--- src/rtl/card_pkg.sv ---
// card_pkg: shared FSM states, corner identifiers and address-width helper for the corner scanner.
package card_pkg;
  typedef enum logic [1:0] {S_IDLE, S_CALC, S_SCAN, S_DONE} state_t;
  typedef enum logic {ROI_TL, ROI_BR} roi_t;
  function automatic int addr_w(input int h, input int w);
    return $clog2(h * w);
  endfunction
endpackage

--- src/rtl/roi_raster_counter.sv ---
// roi_raster_counter: raster walk over one corner region with incremental pixel address.
// Ports: load_in/load_addr_in/load_roi_in restart the walk at a corner origin; valid_in/ready_in
// gate advancement; cw_in/ch_in are the inclusive corner extents; x/y/addr/roi give the current
// beat, row_end_out/last_out flag the last column and last pixel (only while valid_in).
module roi_raster_counter
  import card_pkg::*;
#(
  parameter int WIDTH = 240,
  parameter int XW = 8,
  parameter int YW = 9,
  parameter int AW = 17
) (
  input  logic          clk_in,
  input  logic          rst_in,
  input  logic          load_in,
  input  logic [AW-1:0] load_addr_in,
  input  roi_t          load_roi_in,
  input  logic          valid_in,
  input  logic          ready_in,
  input  logic [XW-1:0] cw_in,
  input  logic [YW-1:0] ch_in,
  output logic [XW-1:0] x_out,
  output logic [YW-1:0] y_out,
  output logic [AW-1:0] addr_out,
  output roi_t          roi_out,
  output logic          row_end_out,
  output logic          last_out
);
  logic [XW-1:0] r_x;
  logic [YW-1:0] r_y;
  logic [AW-1:0] r_addr;
  roi_t          r_roi;
  logic          w_row_end;
  logic          w_last;
  logic          w_fire;
  assign w_row_end = r_x == cw_in;
  assign w_last    = w_row_end && r_y == ch_in;
  assign w_fire    = valid_in && ready_in;
  // The final beat is held rather than stepped past, so the outputs keep showing it afterwards.
  always_ff @(posedge clk_in) begin
    if (rst_in) begin
      r_x    <= '0;
      r_y    <= '0;
      r_addr <= '0;
      r_roi  <= ROI_TL;
    end else if (load_in) begin
      r_x    <= '0;
      r_y    <= '0;
      r_addr <= load_addr_in;
      r_roi  <= load_roi_in;
    end else if (w_fire && !w_last) begin
      r_x    <= w_row_end ? '0 : r_x + 1'b1;
      r_y    <= w_row_end ? r_y + 1'b1 : r_y;
      r_addr <= w_row_end ? r_addr + AW'(WIDTH) - AW'(cw_in) : r_addr + 1'b1;
    end
  end
  assign x_out       = r_x;
  assign y_out       = r_y;
  assign addr_out    = r_addr;
  assign roi_out     = r_roi;
  assign row_end_out = valid_in && w_row_end;
  assign last_out    = valid_in && w_last;
endmodule

--- src/rtl/card_corner_scanner.sv ---
// card_corner_scanner: validates a card box, sizes its corners and streams corner pixel addresses.
// Ports: start_in/both_corners_in and the four box edges request a scan; addr/x/y/roi/row_end/last
// form each beat under valid_out/ready_in; corner_width/height_out expose the derived corner size;
// busy_out spans the job, done_out pulses after the final beat, err_out pulses on a rejected box.
module card_corner_scanner
  import card_pkg::*;
#(
  parameter  int HEIGHT = 320,
  parameter  int WIDTH  = 240,
  parameter  int DIV_X  = 7,
  parameter  int DIV_Y  = 4,
  localparam int XW     = $clog2(WIDTH),
  localparam int YW     = $clog2(HEIGHT),
  localparam int AW     = addr_w(HEIGHT, WIDTH)
) (
  input  logic          clk_in,
  input  logic          rst_in,
  input  logic          start_in,
  input  logic          both_corners_in,
  input  logic [XW-1:0] left_edge_in,
  input  logic [XW-1:0] right_edge_in,
  input  logic [YW-1:0] top_edge_in,
  input  logic [YW-1:0] bot_edge_in,
  output logic [AW-1:0] addr_out,
  output logic [XW-1:0] x_out,
  output logic [YW-1:0] y_out,
  output logic          roi_out,
  output logic          valid_out,
  input  logic          ready_in,
  output logic          row_end_out,
  output logic          last_out,
  output logic [XW-1:0] corner_width_out,
  output logic [YW-1:0] corner_height_out,
  output logic          busy_out,
  output logic          done_out,
  output logic          err_out
);
  state_t        r_state;
  state_t        w_next;
  logic [XW-1:0] r_left;
  logic [XW-1:0] r_right;
  logic [YW-1:0] r_top;
  logic [YW-1:0] r_bot;
  logic          r_both;
  logic [XW-1:0] r_cw;
  logic [YW-1:0] r_ch;
  logic          r_err;
  logic          w_bad;
  logic [XW-1:0] w_cw;
  logic [YW-1:0] w_ch;
  logic [AW-1:0] w_tl_addr;
  logic [AW-1:0] w_br_addr;
  logic          w_fire_last;
  logic          w_br_next;
  logic          w_load;
  logic [AW-1:0] w_load_addr;
  roi_t          w_load_roi;
  roi_t          w_roi;
  logic          w_last;
  assign w_bad = r_right <= r_left || r_bot <= r_top ||
                 r_right > XW'(WIDTH - 1) || r_bot > YW'(HEIGHT - 1);
  assign w_cw = (r_right - r_left) / XW'(DIV_X);
  assign w_ch = (r_bot - r_top) / YW'(DIV_Y);
  assign w_tl_addr = AW'(r_top) * AW'(WIDTH) + AW'(r_left);
  assign w_br_addr = AW'(r_bot - r_ch) * AW'(WIDTH) + AW'(r_right - r_cw);
  assign w_fire_last = valid_out && ready_in && w_last;
  assign w_br_next   = w_roi == ROI_TL && r_both;
  // The bottom-right corner is loaded on the same edge that retires the top-left last beat.
  assign w_load      = (r_state == S_CALC && !w_bad) || (w_fire_last && w_br_next);
  assign w_load_addr = r_state == S_CALC ? w_tl_addr : w_br_addr;
  assign w_load_roi  = r_state == S_CALC ? ROI_TL : ROI_BR;
  always_ff @(posedge clk_in) begin
    if (rst_in) begin
      r_state <= S_IDLE;
      r_left  <= '0;
      r_right <= '0;
      r_top   <= '0;
      r_bot   <= '0;
      r_both  <= 1'b0;
      r_cw    <= '0;
      r_ch    <= '0;
      r_err   <= 1'b0;
    end else begin
      r_state <= w_next;
      r_err   <= r_state == S_CALC && w_bad;
      if (r_state == S_IDLE && start_in) begin
        r_left  <= left_edge_in;
        r_right <= right_edge_in;
        r_top   <= top_edge_in;
        r_bot   <= bot_edge_in;
        r_both  <= both_corners_in;
      end
      if (r_state == S_CALC) begin
        r_cw <= w_cw;
        r_ch <= w_ch;
      end
    end
  end
  always_comb begin
    w_next = r_state == S_IDLE ? (start_in ? S_CALC : S_IDLE) :
             r_state == S_CALC ? (w_bad ? S_IDLE : S_SCAN) :
             r_state == S_SCAN ? (w_fire_last && !w_br_next ? S_DONE : S_SCAN) :
             S_IDLE;
    valid_out = r_state == S_SCAN;
    busy_out  = r_state == S_CALC || r_state == S_SCAN;
    done_out  = r_state == S_DONE;
  end
  roi_raster_counter #(
    .WIDTH(WIDTH),
    .XW   (XW),
    .YW   (YW),
    .AW   (AW)
  ) u_cnt (
    .clk_in      (clk_in),
    .rst_in      (rst_in),
    .load_in     (w_load),
    .load_addr_in(w_load_addr),
    .load_roi_in (w_load_roi),
    .valid_in    (valid_out),
    .ready_in    (ready_in),
    .cw_in       (r_cw),
    .ch_in       (r_ch),
    .x_out       (x_out),
    .y_out       (y_out),
    .addr_out    (addr_out),
    .roi_out     (w_roi),
    .row_end_out (row_end_out),
    .last_out    (w_last)
  );
  assign roi_out           = w_roi == ROI_BR;
  assign last_out          = w_last;
  assign corner_width_out  = r_cw;
  assign corner_height_out = r_ch;
  assign err_out           = r_err;
endmodule
--- config.mk ---
export PLATFORM = sky130hd
export DESIGN_NAME = card_corner_scanner
export DESIGN_NICKNAME = d
export VERILOG_FILES = /design/src/rtl/card_pkg.sv /design/src/rtl/roi_raster_counter.sv /design/src/rtl/card_corner_scanner.sv
export SDC_FILE = /design/constraint.sdc
export NUM_CORES = 1
export LEC_CHECK = 0
export ABC_CLOCK_PERIOD_IN_PS = 6220
export BUFFER_PORTS_ARGS = -buffer_cell sky130_fd_sc_hd__buf_2
export CAP_MARGIN = 10
export CORE_MARGIN = 2
export CORE_UTILIZATION = 31
export CTS_CLUSTER_SIZE = 30
export DETAILED_ROUTE_END_ITERATION = 8
export HOLD_SLACK_MARGIN = 0.02
export SYNTH_ARGS = -nofsm -noshare
export SYNTH_HDL_FRONTEND = slang
export SYNTH_SLANG_ARGS = --single-unit
--- constraint.sdc ---
create_clock -name clk_in -period 6.22 [get_ports clk_in]
set_input_delay 0.933 -clock clk_in [delete_from_list [all_inputs] [get_ports clk_in]]
set_output_delay 0.933 -clock clk_in [all_outputs]
set_load 0.1 [all_outputs]
==> impl_metrics.csv, run 1 <==
group,metric,value,unit
synthesis,yosys.area.top_type,"dfxtp_1",
power_and_ir_drop,p_int,2.75,mW
sta,finalCritPeriodShare,92.3,%
power_and_ir_drop,switching_share,48.8,%
min_path,min_to,"r_right[0]",
synthesis,netlist_top_cells_area,"dfxtp_1 19%, ha_1 15%, fa_1 8.4%, a21oi_1 5.6%, nand2_1 5.5%",
synthesis,avgSynthCellArea,7.85,sq um
critical_path,arrival,6.01,ns
clock_network,cts-root-buf,"clkbuf_16",
critical_path,crit_required,6.49,ns
critical_path,critPathSlowestCell,"fa_1",
sta,slew_headroom,36.4,%
synthesis,synth.distinct_cells,93,
power_and_ir_drop,p_leak,4.59,nW
synthesis,yosys_warnings,0,
min_path,min_path_type,"reg -> reg",
synthesis,synthesis.area,0.00931,sq mm
clock_network,cts_sinks,86,
placed_design,gp_congestion,0.862,
synthesis,synth_common_cells,"136 x nand2_1, 112 x inv_1, 111 x ha_1, 105 x a21oi_1, 92 x nor2_1",
power_and_ir_drop,ir_drop,0.454,mV
global_route,grt_pass1_wl,42200,microns
sta,setup_viol,0,
detailed_routing,via_per_inst,5.09,
clock_network,clk_latency,0.36,ns
global_route,grt_max_degree,69,
min_path,min_from,"r_right[0]",
power_and_ir_drop,p_switching,2.62,mW
die,coreArea,0.0296,sq mm
die,ios,97,
synthesis,async_reset_ff_share,0,%
critical_path,r2r_start,"r_bot[0]",
clock_network,cts-buffers-inserted,9,
synthesis,synth-edff-count,0,
critical_path,crit_path_end_kind,"register",
sta,tightest_slew,0.954,ns
synthesis,synth_top_area_share,18.5,%
critical_path,rrSetupSlack,0.48,ns
detailed_routing,wl,25900,microns
detailed_routing,drc,0,
detailed_routing,avgRoutedWirePerCell,15.6,microns
synthesis,synth.most_common_cell,"nand2_1",
critical_path,path_class,"reg -> reg",
power_and_ir_drop,pwr-share-comb,77.5,%
synthesis,synth-seq-area-share,18.5,%
clock_network,path_clk_slew,0.07,ns
critical_path,critPathMaxStageDelay,0.53,ns
detailed_routing,drt_iter0_markers,476,
sta,finalHoldWorstSlack,0.456,ns
critical_path,cpMostUsedCell,"inv_1",
status,status,"completed",
critical_path,reg2regPathDepth,28,
power_and_ir_drop,pwr-share-seq,11.9,%
cells_and_area,post-route-cell-area,0.0105,sq mm
sta,finalHoldViolations,0,
critical_path,critPathMaxFanout,3,
detailed_routing,vias,8414,
clock_network,cts_tree,"built",
synthesis,synthFlopType,"dfxtp_1",
detailed_routing,first_pass_iters,5,
sta,fin_skew,0.0125,ns
critical_path,worst-path-buf-inv,6,
die,die_width,177,microns
clock_network,post_cts_buffers,0,
clock_network,clockBufferDepth,2,
detailed_routing,postRouteAntennaNets,0,
cells_and_area,area.growth.synth_to_final,12.4,%
power_and_ir_drop,clkPwrFrac,10.7,%
global_route,globalRoute.totalOverflow,0,
placed_design,port_buffers,92,
global_route,grt_pass1_vias,7937,
cells_and_area,drive_gt1_share,12.6,%
critical_path,crit_family,"adder cells",
sta,finalCriticalPeriod,5.74,ns
min_path,min_path_cells,2,
die,dieArea,0.0314,sq mm
die,die_h,177,microns
cells_and_area,n_antenna_cell,0,
synthesis,syn_inst,1186,
placed_design,place_area,0.0101,sq mm
global_route,grt_use_total,16.8,%
cells_and_area,nets,1447,
die,start_util,31.5,%
clock_network,htreeDepth,3,
cells_and_area,final_util,35.4,%
sta,fmax,174,MHz
critical_path,r2r-end,"u_cnt.addr_out[16]",
sta,slew_viol_final,0,
sta,rsz0062_at_grt,"false",
critical_path,critPathLaunchType,"register",
sta,fin_setup_tns,0,ns
power_and_ir_drop,power_density,513,mW/mm^2
synthesis,synth_seq_cells,86,
global_route,antenna_found_initial,0,
job,drv_cap,0,
placed_design,dp_hpwl,20700,microns
die,std_cell_rows,63,
[registers in the layout, indices dropped and copies added, names as in the netlist]
name and count:
u_cnt.addr_out 17, r_bot 9, r_top 9, u_cnt.y_out 9, r_left 8, r_right 8
u_cnt.x_out 8, corner_height_out 7, corner_width_out 6, r_state 2, err_out 1, r_both 1
u_cnt.roi_out 1
[layer usage]
| layer | GRT usage [%] | vias to the layer above | part of all wire, % |
|---|---|---|---|
| li1 | - | 4256 | - |
| met1 | 25.1 | 3927 | 51 |
| met2 | 25.1 | 203 | 42 |
| met3 | 2.08 | 28 | 4.7 |
| met4 | 4.95 | 0 | 2.1 |
| met5 | 0 | - | 0 |
[final cells by class]
class,count,area (sq um)
fill,3173,19100
multi-input combinational,945,6980
sequential,86,1720
timing repair buffer,103,543
tap,390,488
inverter,113,424
clock buffer,12,246
clock inverter,4,55.1
[worst max path at each step]
| stage | from | end | cells past startpoint |
|---|---|---|---|
| floorplan | corner_height_out[0] | u_cnt.addr_out[16] | 26 |
| global placement | r_bot[0] | u_cnt.addr_out[16] | 28 |
| detailed placement | r_bot[0] | u_cnt.addr_out[16] | 26 |
| CTS | r_bot[0] | u_cnt.addr_out[16] | 28 |
| global route | r_bot[0] | u_cnt.addr_out[16] | 28 |
| finish | r_bot[0] | u_cnt.addr_out[16] | 28 |
[worst reg2reg max path, delay by kind of cell (launching register included)]
| family | cells | cell delay, ns |
|---|---|---|
| compound gates | 10 | 1.91 |
| fa+ha+maj | 6 | 2.20 |
| flops | 1 | 0.34 |
| xor+xnor | 3 | 0.52 |
| simple gates | 3 | 0.23 |
| buf+inv | 6 | 0.47 |
[placed cells by master (no fill, tap or decap), drive strengths merged, types with 7 or more instances in the layout]
cell	netlist	routed
a31oi	7	7
o21a	11	11
o21ai	61	61
a21o	21	21
nand2b	10	10
nor3	25	25
clkbuf	30	12
fa	39	39
nor2b	20	20
or2	10	10
nand4	14	14
a211oi	23	23
ha	111	111
xnor2	56	56
nand2	138	138
nand3	30	30
inv	113	114
dfxtp	86	86
a21oi	107	107
nor4	9	9
buf	15	103
and3	8	8
xor2	35	35
mux2i	9	9
nor2	93	93
[logic make-up after synthesis]
| logic type | after synthesis | share of synthesized area (%) |
|---|---|---|
| buf+inv | 158 | 6.71 |
| compound gates | 302 | 21.4 |
| flops | 86 | 18.5 |
| fa+ha+maj | 153 | 23.7 |
| other cells | 1 | 0.0403 |
| xor+xnor | 92 | 8.97 |
| mux | 10 | 1.09 |
| simple gates | 384 | 19.6 |
[power by group through the flow]
stage          registers (mW)  logic [mW]  clock network (mW)
6_report                0.636        4.16               0.573
5_1_grt                 0.642        4.68               0.614
4_1_cts                 0.636        4.14               0.594
3_5_place_dp            0.650        4.09                   0
3_3_place_gp            0.648        4.00                   0
2_1_floorplan           0.748        3.29                   0
[stage by stage]
step           setup slack [ns]  power (mW)  instances
4_1_cts                   0.492        5.37       1653
3_3_place_gp              0.675        4.65       1637
2_1_floorplan            0.0312        4.03       1189
3_5_place_dp              0.512        4.74       1637
6_report                  0.479        5.36       1653
5_1_grt                 0.00713        5.94       1653
[repair_timing]
item / 4_1_cts / 5_1_grt
endpoints found under the setup margin: 0 / 1
resized for setup: 0 / 2
hold buffers: 0 / 0
No activity file was read; power rests on OpenSTA's default activity.
==> run 2, diff against run 1 <==
CORE_MARGIN = not set   (was 2)
==> run 2 against run 1 <==
  * Combinational power grew 1%
  * Clock-buffer cell count decreased by 1
  * Die area decreased by 2.2%
  * Design area about the same
  * Wire length down 0.81%
  * Critical endpoint unchanged
  * Largest cell class unchanged
  * Highest routed layer unchanged
==> impl_metrics.csv, run 2 (same netlist as run 1, synthesis figures left out) <==
group,metric,value,unit
clock_network,cts-buffers-inserted,9,
global_route,antenna_found_initial,0,
global_route,globalRoute.totalOverflow,0,
detailed_routing,vias,8293,
critical_path,r2r_start,"corner_height_out[1]",
job,drv_cap,0,
cells_and_area,multi_input_area,0.00699,sq mm
critical_path,rrSetupSlack,0.54,ns
sta,fin_skew,0.0140,ns
critical_path,critPathLaunchType,"register",
detailed_routing,wl,25600,microns
cells_and_area,fill_cells,3157,
global_route,grt_use_total,17.0,%
clock_network,cts_sinks,86,
critical_path,crit_path_end_kind,"register",
die,coreArea,0.0296,sq mm
power_and_ir_drop,p_leak,4.58,nW
critical_path,r2r-end,"u_cnt.addr_out[16]",
min_path,min_path_type,"reg -> reg",
sta,fmax,176,MHz
critical_path,critPathMaxFanout,5,
placed_design,dp_hpwl,20400,microns
placed_design,port_buffers,92,
global_route,grt_pass1_vias,7748,
critical_path,path_class,"reg -> reg",
critical_path,crit_required,6.49,ns
sta,finalHoldWorstSlack,0.461,ns
cells_and_area,n_antenna_cell,0,
clock_network,cts-root-buf,"clkbuf_16",
sta,setup_viol,0,
clock_network,clockBufferDepth,2,
clock_network,post_cts_buffers,0,
sta,slew_viol_final,0,
clock_network,path_clk_slew,0.07,ns
detailed_routing,via_per_inst,5.02,
detailed_routing,first_pass_iters,5,
global_route,grt_max_degree,69,
sta,finalCritPeriodShare,91.3,%
critical_path,critPathLaunch,"corner_height_out[1]",
sta,rsz0062_at_grt,"false",
detailed_routing,postRouteAntennaNets,0,
detailed_routing,drc,0,
sta,finalCriticalPeriod,5.68,ns
cells_and_area,stdcell_count,1653,
sta,finalHoldViolations,0,
global_route,grt_pass1_wl,41600,microns
sta,fin_setup_tns,0,ns
critical_path,reg2regPathDepth,26,
detailed_routing,avgRoutedWirePerCell,15.5,microns
cells_and_area,nets,1447,
sta,slew_headroom,38.8,%
min_path,min_from,"r_bot[0]",
die,die_width,175,microns
min_path,min_path_cells,2,
die,die_h,175,microns
die,start_util,31.5,%
clock_network,htreeDepth,3,
placed_design,gp_congestion,0.874,
cells_and_area,layout.cells.most_common,"nand2_1",
die,ios,97,
detailed_routing,drt_iter0_markers,436,
cells_and_area,final_cell_mix,"136 x nand2_1, 112 x inv_1, 111 x ha_1",
clock_network,cts_tree,"built",
cells_and_area,largest_reg_flops,17,
power_and_ir_drop,ir_drop,0.582,mV
cells_and_area,drive_gt1_share,12.8,%
placed_design,numPlacedInstances,1637,
power_and_ir_drop,power_density,518,mW/mm^2
min_path,min_to,"r_bot[0]",
critical_path,arrival,5.95,ns
die,std_cell_rows,63,
sta,tightest_slew,0.918,ns
clock_network,clk_latency,0.36,ns
clock_network,cts_resized,0,
cells_and_area,seq_area,0.00172,sq mm
cells_and_area,area.growth.synth_to_final,12.4,%
status,status,"completed",
clock_network,hold_buffers,0,
die,dieArea,0.0307,sq mm
-- run 2: cell types whose count changed in the layout (fill, tap and decap cells not counted), sizes merged --
cell | previous run | this run
clkinvlp | 1 | 3
clkinv | 1 | 0
clkbuf | 12 | 11
bufinv | 1 | 0
inv | 114 | 115
-- run 2: power breakdown --
part,switching [mW],internal [mW]
clock,0.259,0.296
combinational,2.35,1.87
sequential,0.0551,0.581
total,2.66,2.75
-- run 2: per-layer routing --
| layer | global-route usage, % | share of wire (%) | vias up |
|---|---|---|---|
| met3 | 1.95 | 3.5 | 26 |
| met2 | 25.5 | 42 | 150 |
| met5 | 0 | 0 | - |
| met4 | 4.67 | 1.8 | 0 |
| met1 | 25.2 | 52 | 3851 |
| li1 | - | - | 4266 |
-- run 2: how the worst max path moves through the flow --
stage,slack [ns],to
after detailed placement,0.56,u_cnt.addr_out[16]
final,0.54,u_cnt.addr_out[16]
after floorplan,0.03,u_cnt.addr_out[16]
after CTS,0.54,u_cnt.addr_out[16]
after global routing,0.03,u_cnt.addr_out[16]
after global placement,0.68,u_cnt.addr_out[16]
-- run 2: layout make-up --
cell class | count | area share (%)
Inverter | 113 | 4.06
Timing Repair Buffer | 103 | 5.19
Tap cell | 390 | 4.67
Sequential cell | 86 | 16.5
Clock inverter | 5 | 0.383
Clock buffer | 11 | 2.42
Multi-Input combinational cell | 945 | 66.8
-- run 2: stage by stage --
step / setup WS [ns] / utilization [%] / instance area [sq um] / power, mW
after global routing: 0.0255 / 35.4 / 10500 / 5.94
after global placement: 0.682 / 34.3 / 10100 / 4.65
after CTS: 0.540 / 35.3 / 10400 / 5.32
after floorplan: 0.0312 / - / 9320 / 4.03
after detailed placement: 0.559 / 34.3 / 10100 / 4.72
final: 0.539 / 35.4 / 10500 / 5.42
-- run 2: worst max-delay path, cell delays in order, from the launching register on --
cell and delay, ns:
dfxtp_2 0.40, inv_1 0.06, ha_1 0.27, nor2b_1 0.12, o21ai_0 0.20, a21oi_1 0.11
o21ai_0 0.25, nand2b_1 0.14, a21o_1 0.19, a21oi_1 0.16, xor2_1 0.19, buf_4 0.19
fa_1 0.42, fa_1 0.49, ha_1 0.35, or3_1 0.32, o21ai_0 0.09, a21oi_1 0.08
xor2_1 0.16, ha_1 0.34, nor3_1 0.19, nor2_1 0.10, o41ai_2 0.07, xnor3_1 0.26
nand2_1 0.07, o211ai_1 0.12, a221oi_2 0.25
==> run 3, diff against run 2 <==
ABC_CLOCK_PERIOD_IN_PS = not set   (was 6220)
CTS_BUF_LIST = sky130_fd_sc_hd__clkbuf_16   (was not set)
==> run 3 against run 2 <==
  * Maximum frequency down 0.16%
  * Clock-buffer cell count down 2
  * Power down 0.49%
  * Wire length about the same
  * Clock skew down 0.0016 ns
  * Sequential share of layout area about the same
  * Register-to-register slack about the same
  * Clock power down 4.5%
  * Worst hold slack about the same
  * Critical endpoint unchanged
  * Largest power group unchanged
==> impl_metrics.csv, run 3 (same netlist as run 1, synthesis figures left out) <==
group,metric,value,unit
detailed_routing,first_pass_iters,5,
power_and_ir_drop,p_switching,2.66,mW
critical_path,critPathMaxFanout,4,
sta,finalCriticalPeriod,5.69,ns
cells_and_area,final_util,35.3,%
sta,rsz0062_at_grt,"false",
detailed_routing,wl,25600,microns
cells_and_area,layout.cells.most_common,"nand2_1",
power_and_ir_drop,switching_share,49.4,%
sta,finalHoldViolations,0,
die,ios,97,
power_and_ir_drop,p_leak,4.57,nW
detailed_routing,drt_iter0_markers,415,
cells_and_area,fill_cells,3159,
clock_network,clockBufferDepth,2,
power_and_ir_drop,p_int,2.73,mW
clock_network,cts-buffers-inserted,9,
detailed_routing,postRouteAntennaNets,0,
sta,finalCritPeriodShare,91.5,%
clock_network,clk_latency,0.36,ns
placed_design,numPlacedInstances,1637,
cells_and_area,multi_input_area,0.00699,sq mm
sta,slew_headroom,38.7,%
clock_network,cts_tree,"built",
sta,fin_setup_tns,0,ns
clock_network,htreeDepth,3,
cells_and_area,final_cell_mix,"136 x nand2_1, 112 x inv_1, 111 x ha_1",
die,start_util,31.5,%
cells_and_area,stdcell_count,1653,
detailed_routing,via_per_inst,5.03,
critical_path,crit_path_end_kind,"register",
cells_and_area,seq_area,0.00172,sq mm
power_and_ir_drop,totalPowerFinal,5.39,mW
clock_network,cts_sinks,86,
power_and_ir_drop,ir_drop,0.581,mV
global_route,antenna_found_initial,0,
cells_and_area,nets,1447,
placed_design,place_area,0.0101,sq mm
sta,tightest_slew,0.919,ns
min_path,min_path_type,"reg -> reg",
global_route,globalRoute.totalOverflow,0,
cells_and_area,area.growth.synth_to_final,12.2,%
placed_design,dpl_worst_slack,0.559,ns
detailed_routing,drc,0,
status,status,"completed",
cells_and_area,post-route-cell-area,0.0104,sq mm
die,dieArea,0.0307,sq mm
clock_network,path_clk_slew,0.07,ns
sta,setup_viol,0,
power_and_ir_drop,pwr-share-seq,11.8,%
critical_path,arrival,5.96,ns
die,die_width,175,microns
sta,setup_ws,0.530,ns
placed_design,dp_hpwl,20400,microns
sta,finalHoldWorstSlack,0.461,ns
critical_path,path_class,"reg -> reg",
sta,slew_viol_final,0,
clock_network,cts-root-buf,"clkbuf_16",
power_and_ir_drop,clkPwrFrac,9.8,%
detailed_routing,vias,8315,
die,coreArea,0.0296,sq mm
power_and_ir_drop,power_density,516,mW/mm^2
sta,fmax,176,MHz
cells_and_area,n_antenna_cell,0,
power_and_ir_drop,pwr-share-comb,78.4,%
placed_design,port_buffers,92,
global_route,grt_use_total,16.9,%
critical_path,critPathLaunchType,"register",
die,std_cell_rows,63,
global_route,grt_pass1_wl,41500,microns
placed_design,gp_congestion,0.874,
job,drv_cap,0,
critical_path,crit_required,6.49,ns
global_route,grt_max_degree,69,
detailed_routing,avgRoutedWirePerCell,15.5,microns
cells_and_area,largest_reg_flops,17,
die,die_h,175,microns
sta,fin_skew,0.0124,ns
cells_and_area,drive_gt1_share,12.7,%
global_route,grt_pass1_vias,7749,
-- run 3: cell types whose count changed in the layout (fill, tap and decap cells not counted) --
cell / delta
clkinv_1: +2
clkbuf_8: -2
-- run 3: worst paths after layout --
kind	start	endpoint	slack [ns]	cells past startpoint
setup / recovery	corner_height_out[0]	u_cnt.addr_out[16]	0.53	27
hold reg to reg	r_bot[0]	r_bot[0]	0.46	2
setup reg to reg	corner_height_out[0]	u_cnt.addr_out[16]	0.53	27
hold / removal	r_bot[0]	r_bot[0]	0.46	2
-- run 3: cell type report --
type                       instances  area share, %
tap                              390           4.68
sequential                        86           16.5
timing repair buffer             103           5.20
clock buffer                       9           2.16
clock inverter                     7          0.456
inverter                         113           4.06
multi-input combinational        945           66.9
-- run 3: power by group through the flow --
stage	registers, mW	logic (mW)	clock network, mW
global route	0.643	4.71	0.567
finish	0.636	4.22	0.530
floorplan	0.748	3.29	0
CTS	0.636	4.11	0.545
global placement	0.648	4.00	0
detailed placement	0.649	4.07	0
-- run 3: layer usage --
metal  vias up  global-route usage (%)  wire length (microns)
li1       4265                       -                      -
met1      3869                    25.2                  13500
met2       154                    25.5                  10800
met3        27                    1.95                    874
met4         0                    4.67                    465
met5         -                       0                      0
-- run 3: timing repair --
| item | CTS | global route |
|---|---|---|
| setup endpoints to repair | 0 | 1 |
| setup buffers | 0 | 0 |
| hold buffers | 0 | 0 |
| resized for setup | 0 | 2 |
-- run 3: worst max-delay path, cell delays in order (launching register included) --
cell	delay, ns
dfxtp_1	0.39
ha_1	0.21
fa_1	0.22
inv_1	0.05
a21oi_1	0.14
o21bai_1	0.11
a21o_1	0.19
a21o_1	0.19
a211o_1	0.30
xnor2_1	0.13
buf_4	0.16
inv_1	0.11
fa_1	0.51
fa_1	0.51
inv_1	0.04
ha_1	0.22
or3_1	0.38
o21ai_0	0.09
a21oi_1	0.09
xor2_1	0.16
ha_1	0.34
nor3_1	0.19
nor2_1	0.10
o41ai_2	0.07
xnor3_1	0.26
nand2_1	0.07
o211ai_1	0.12
a221oi_2	0.25
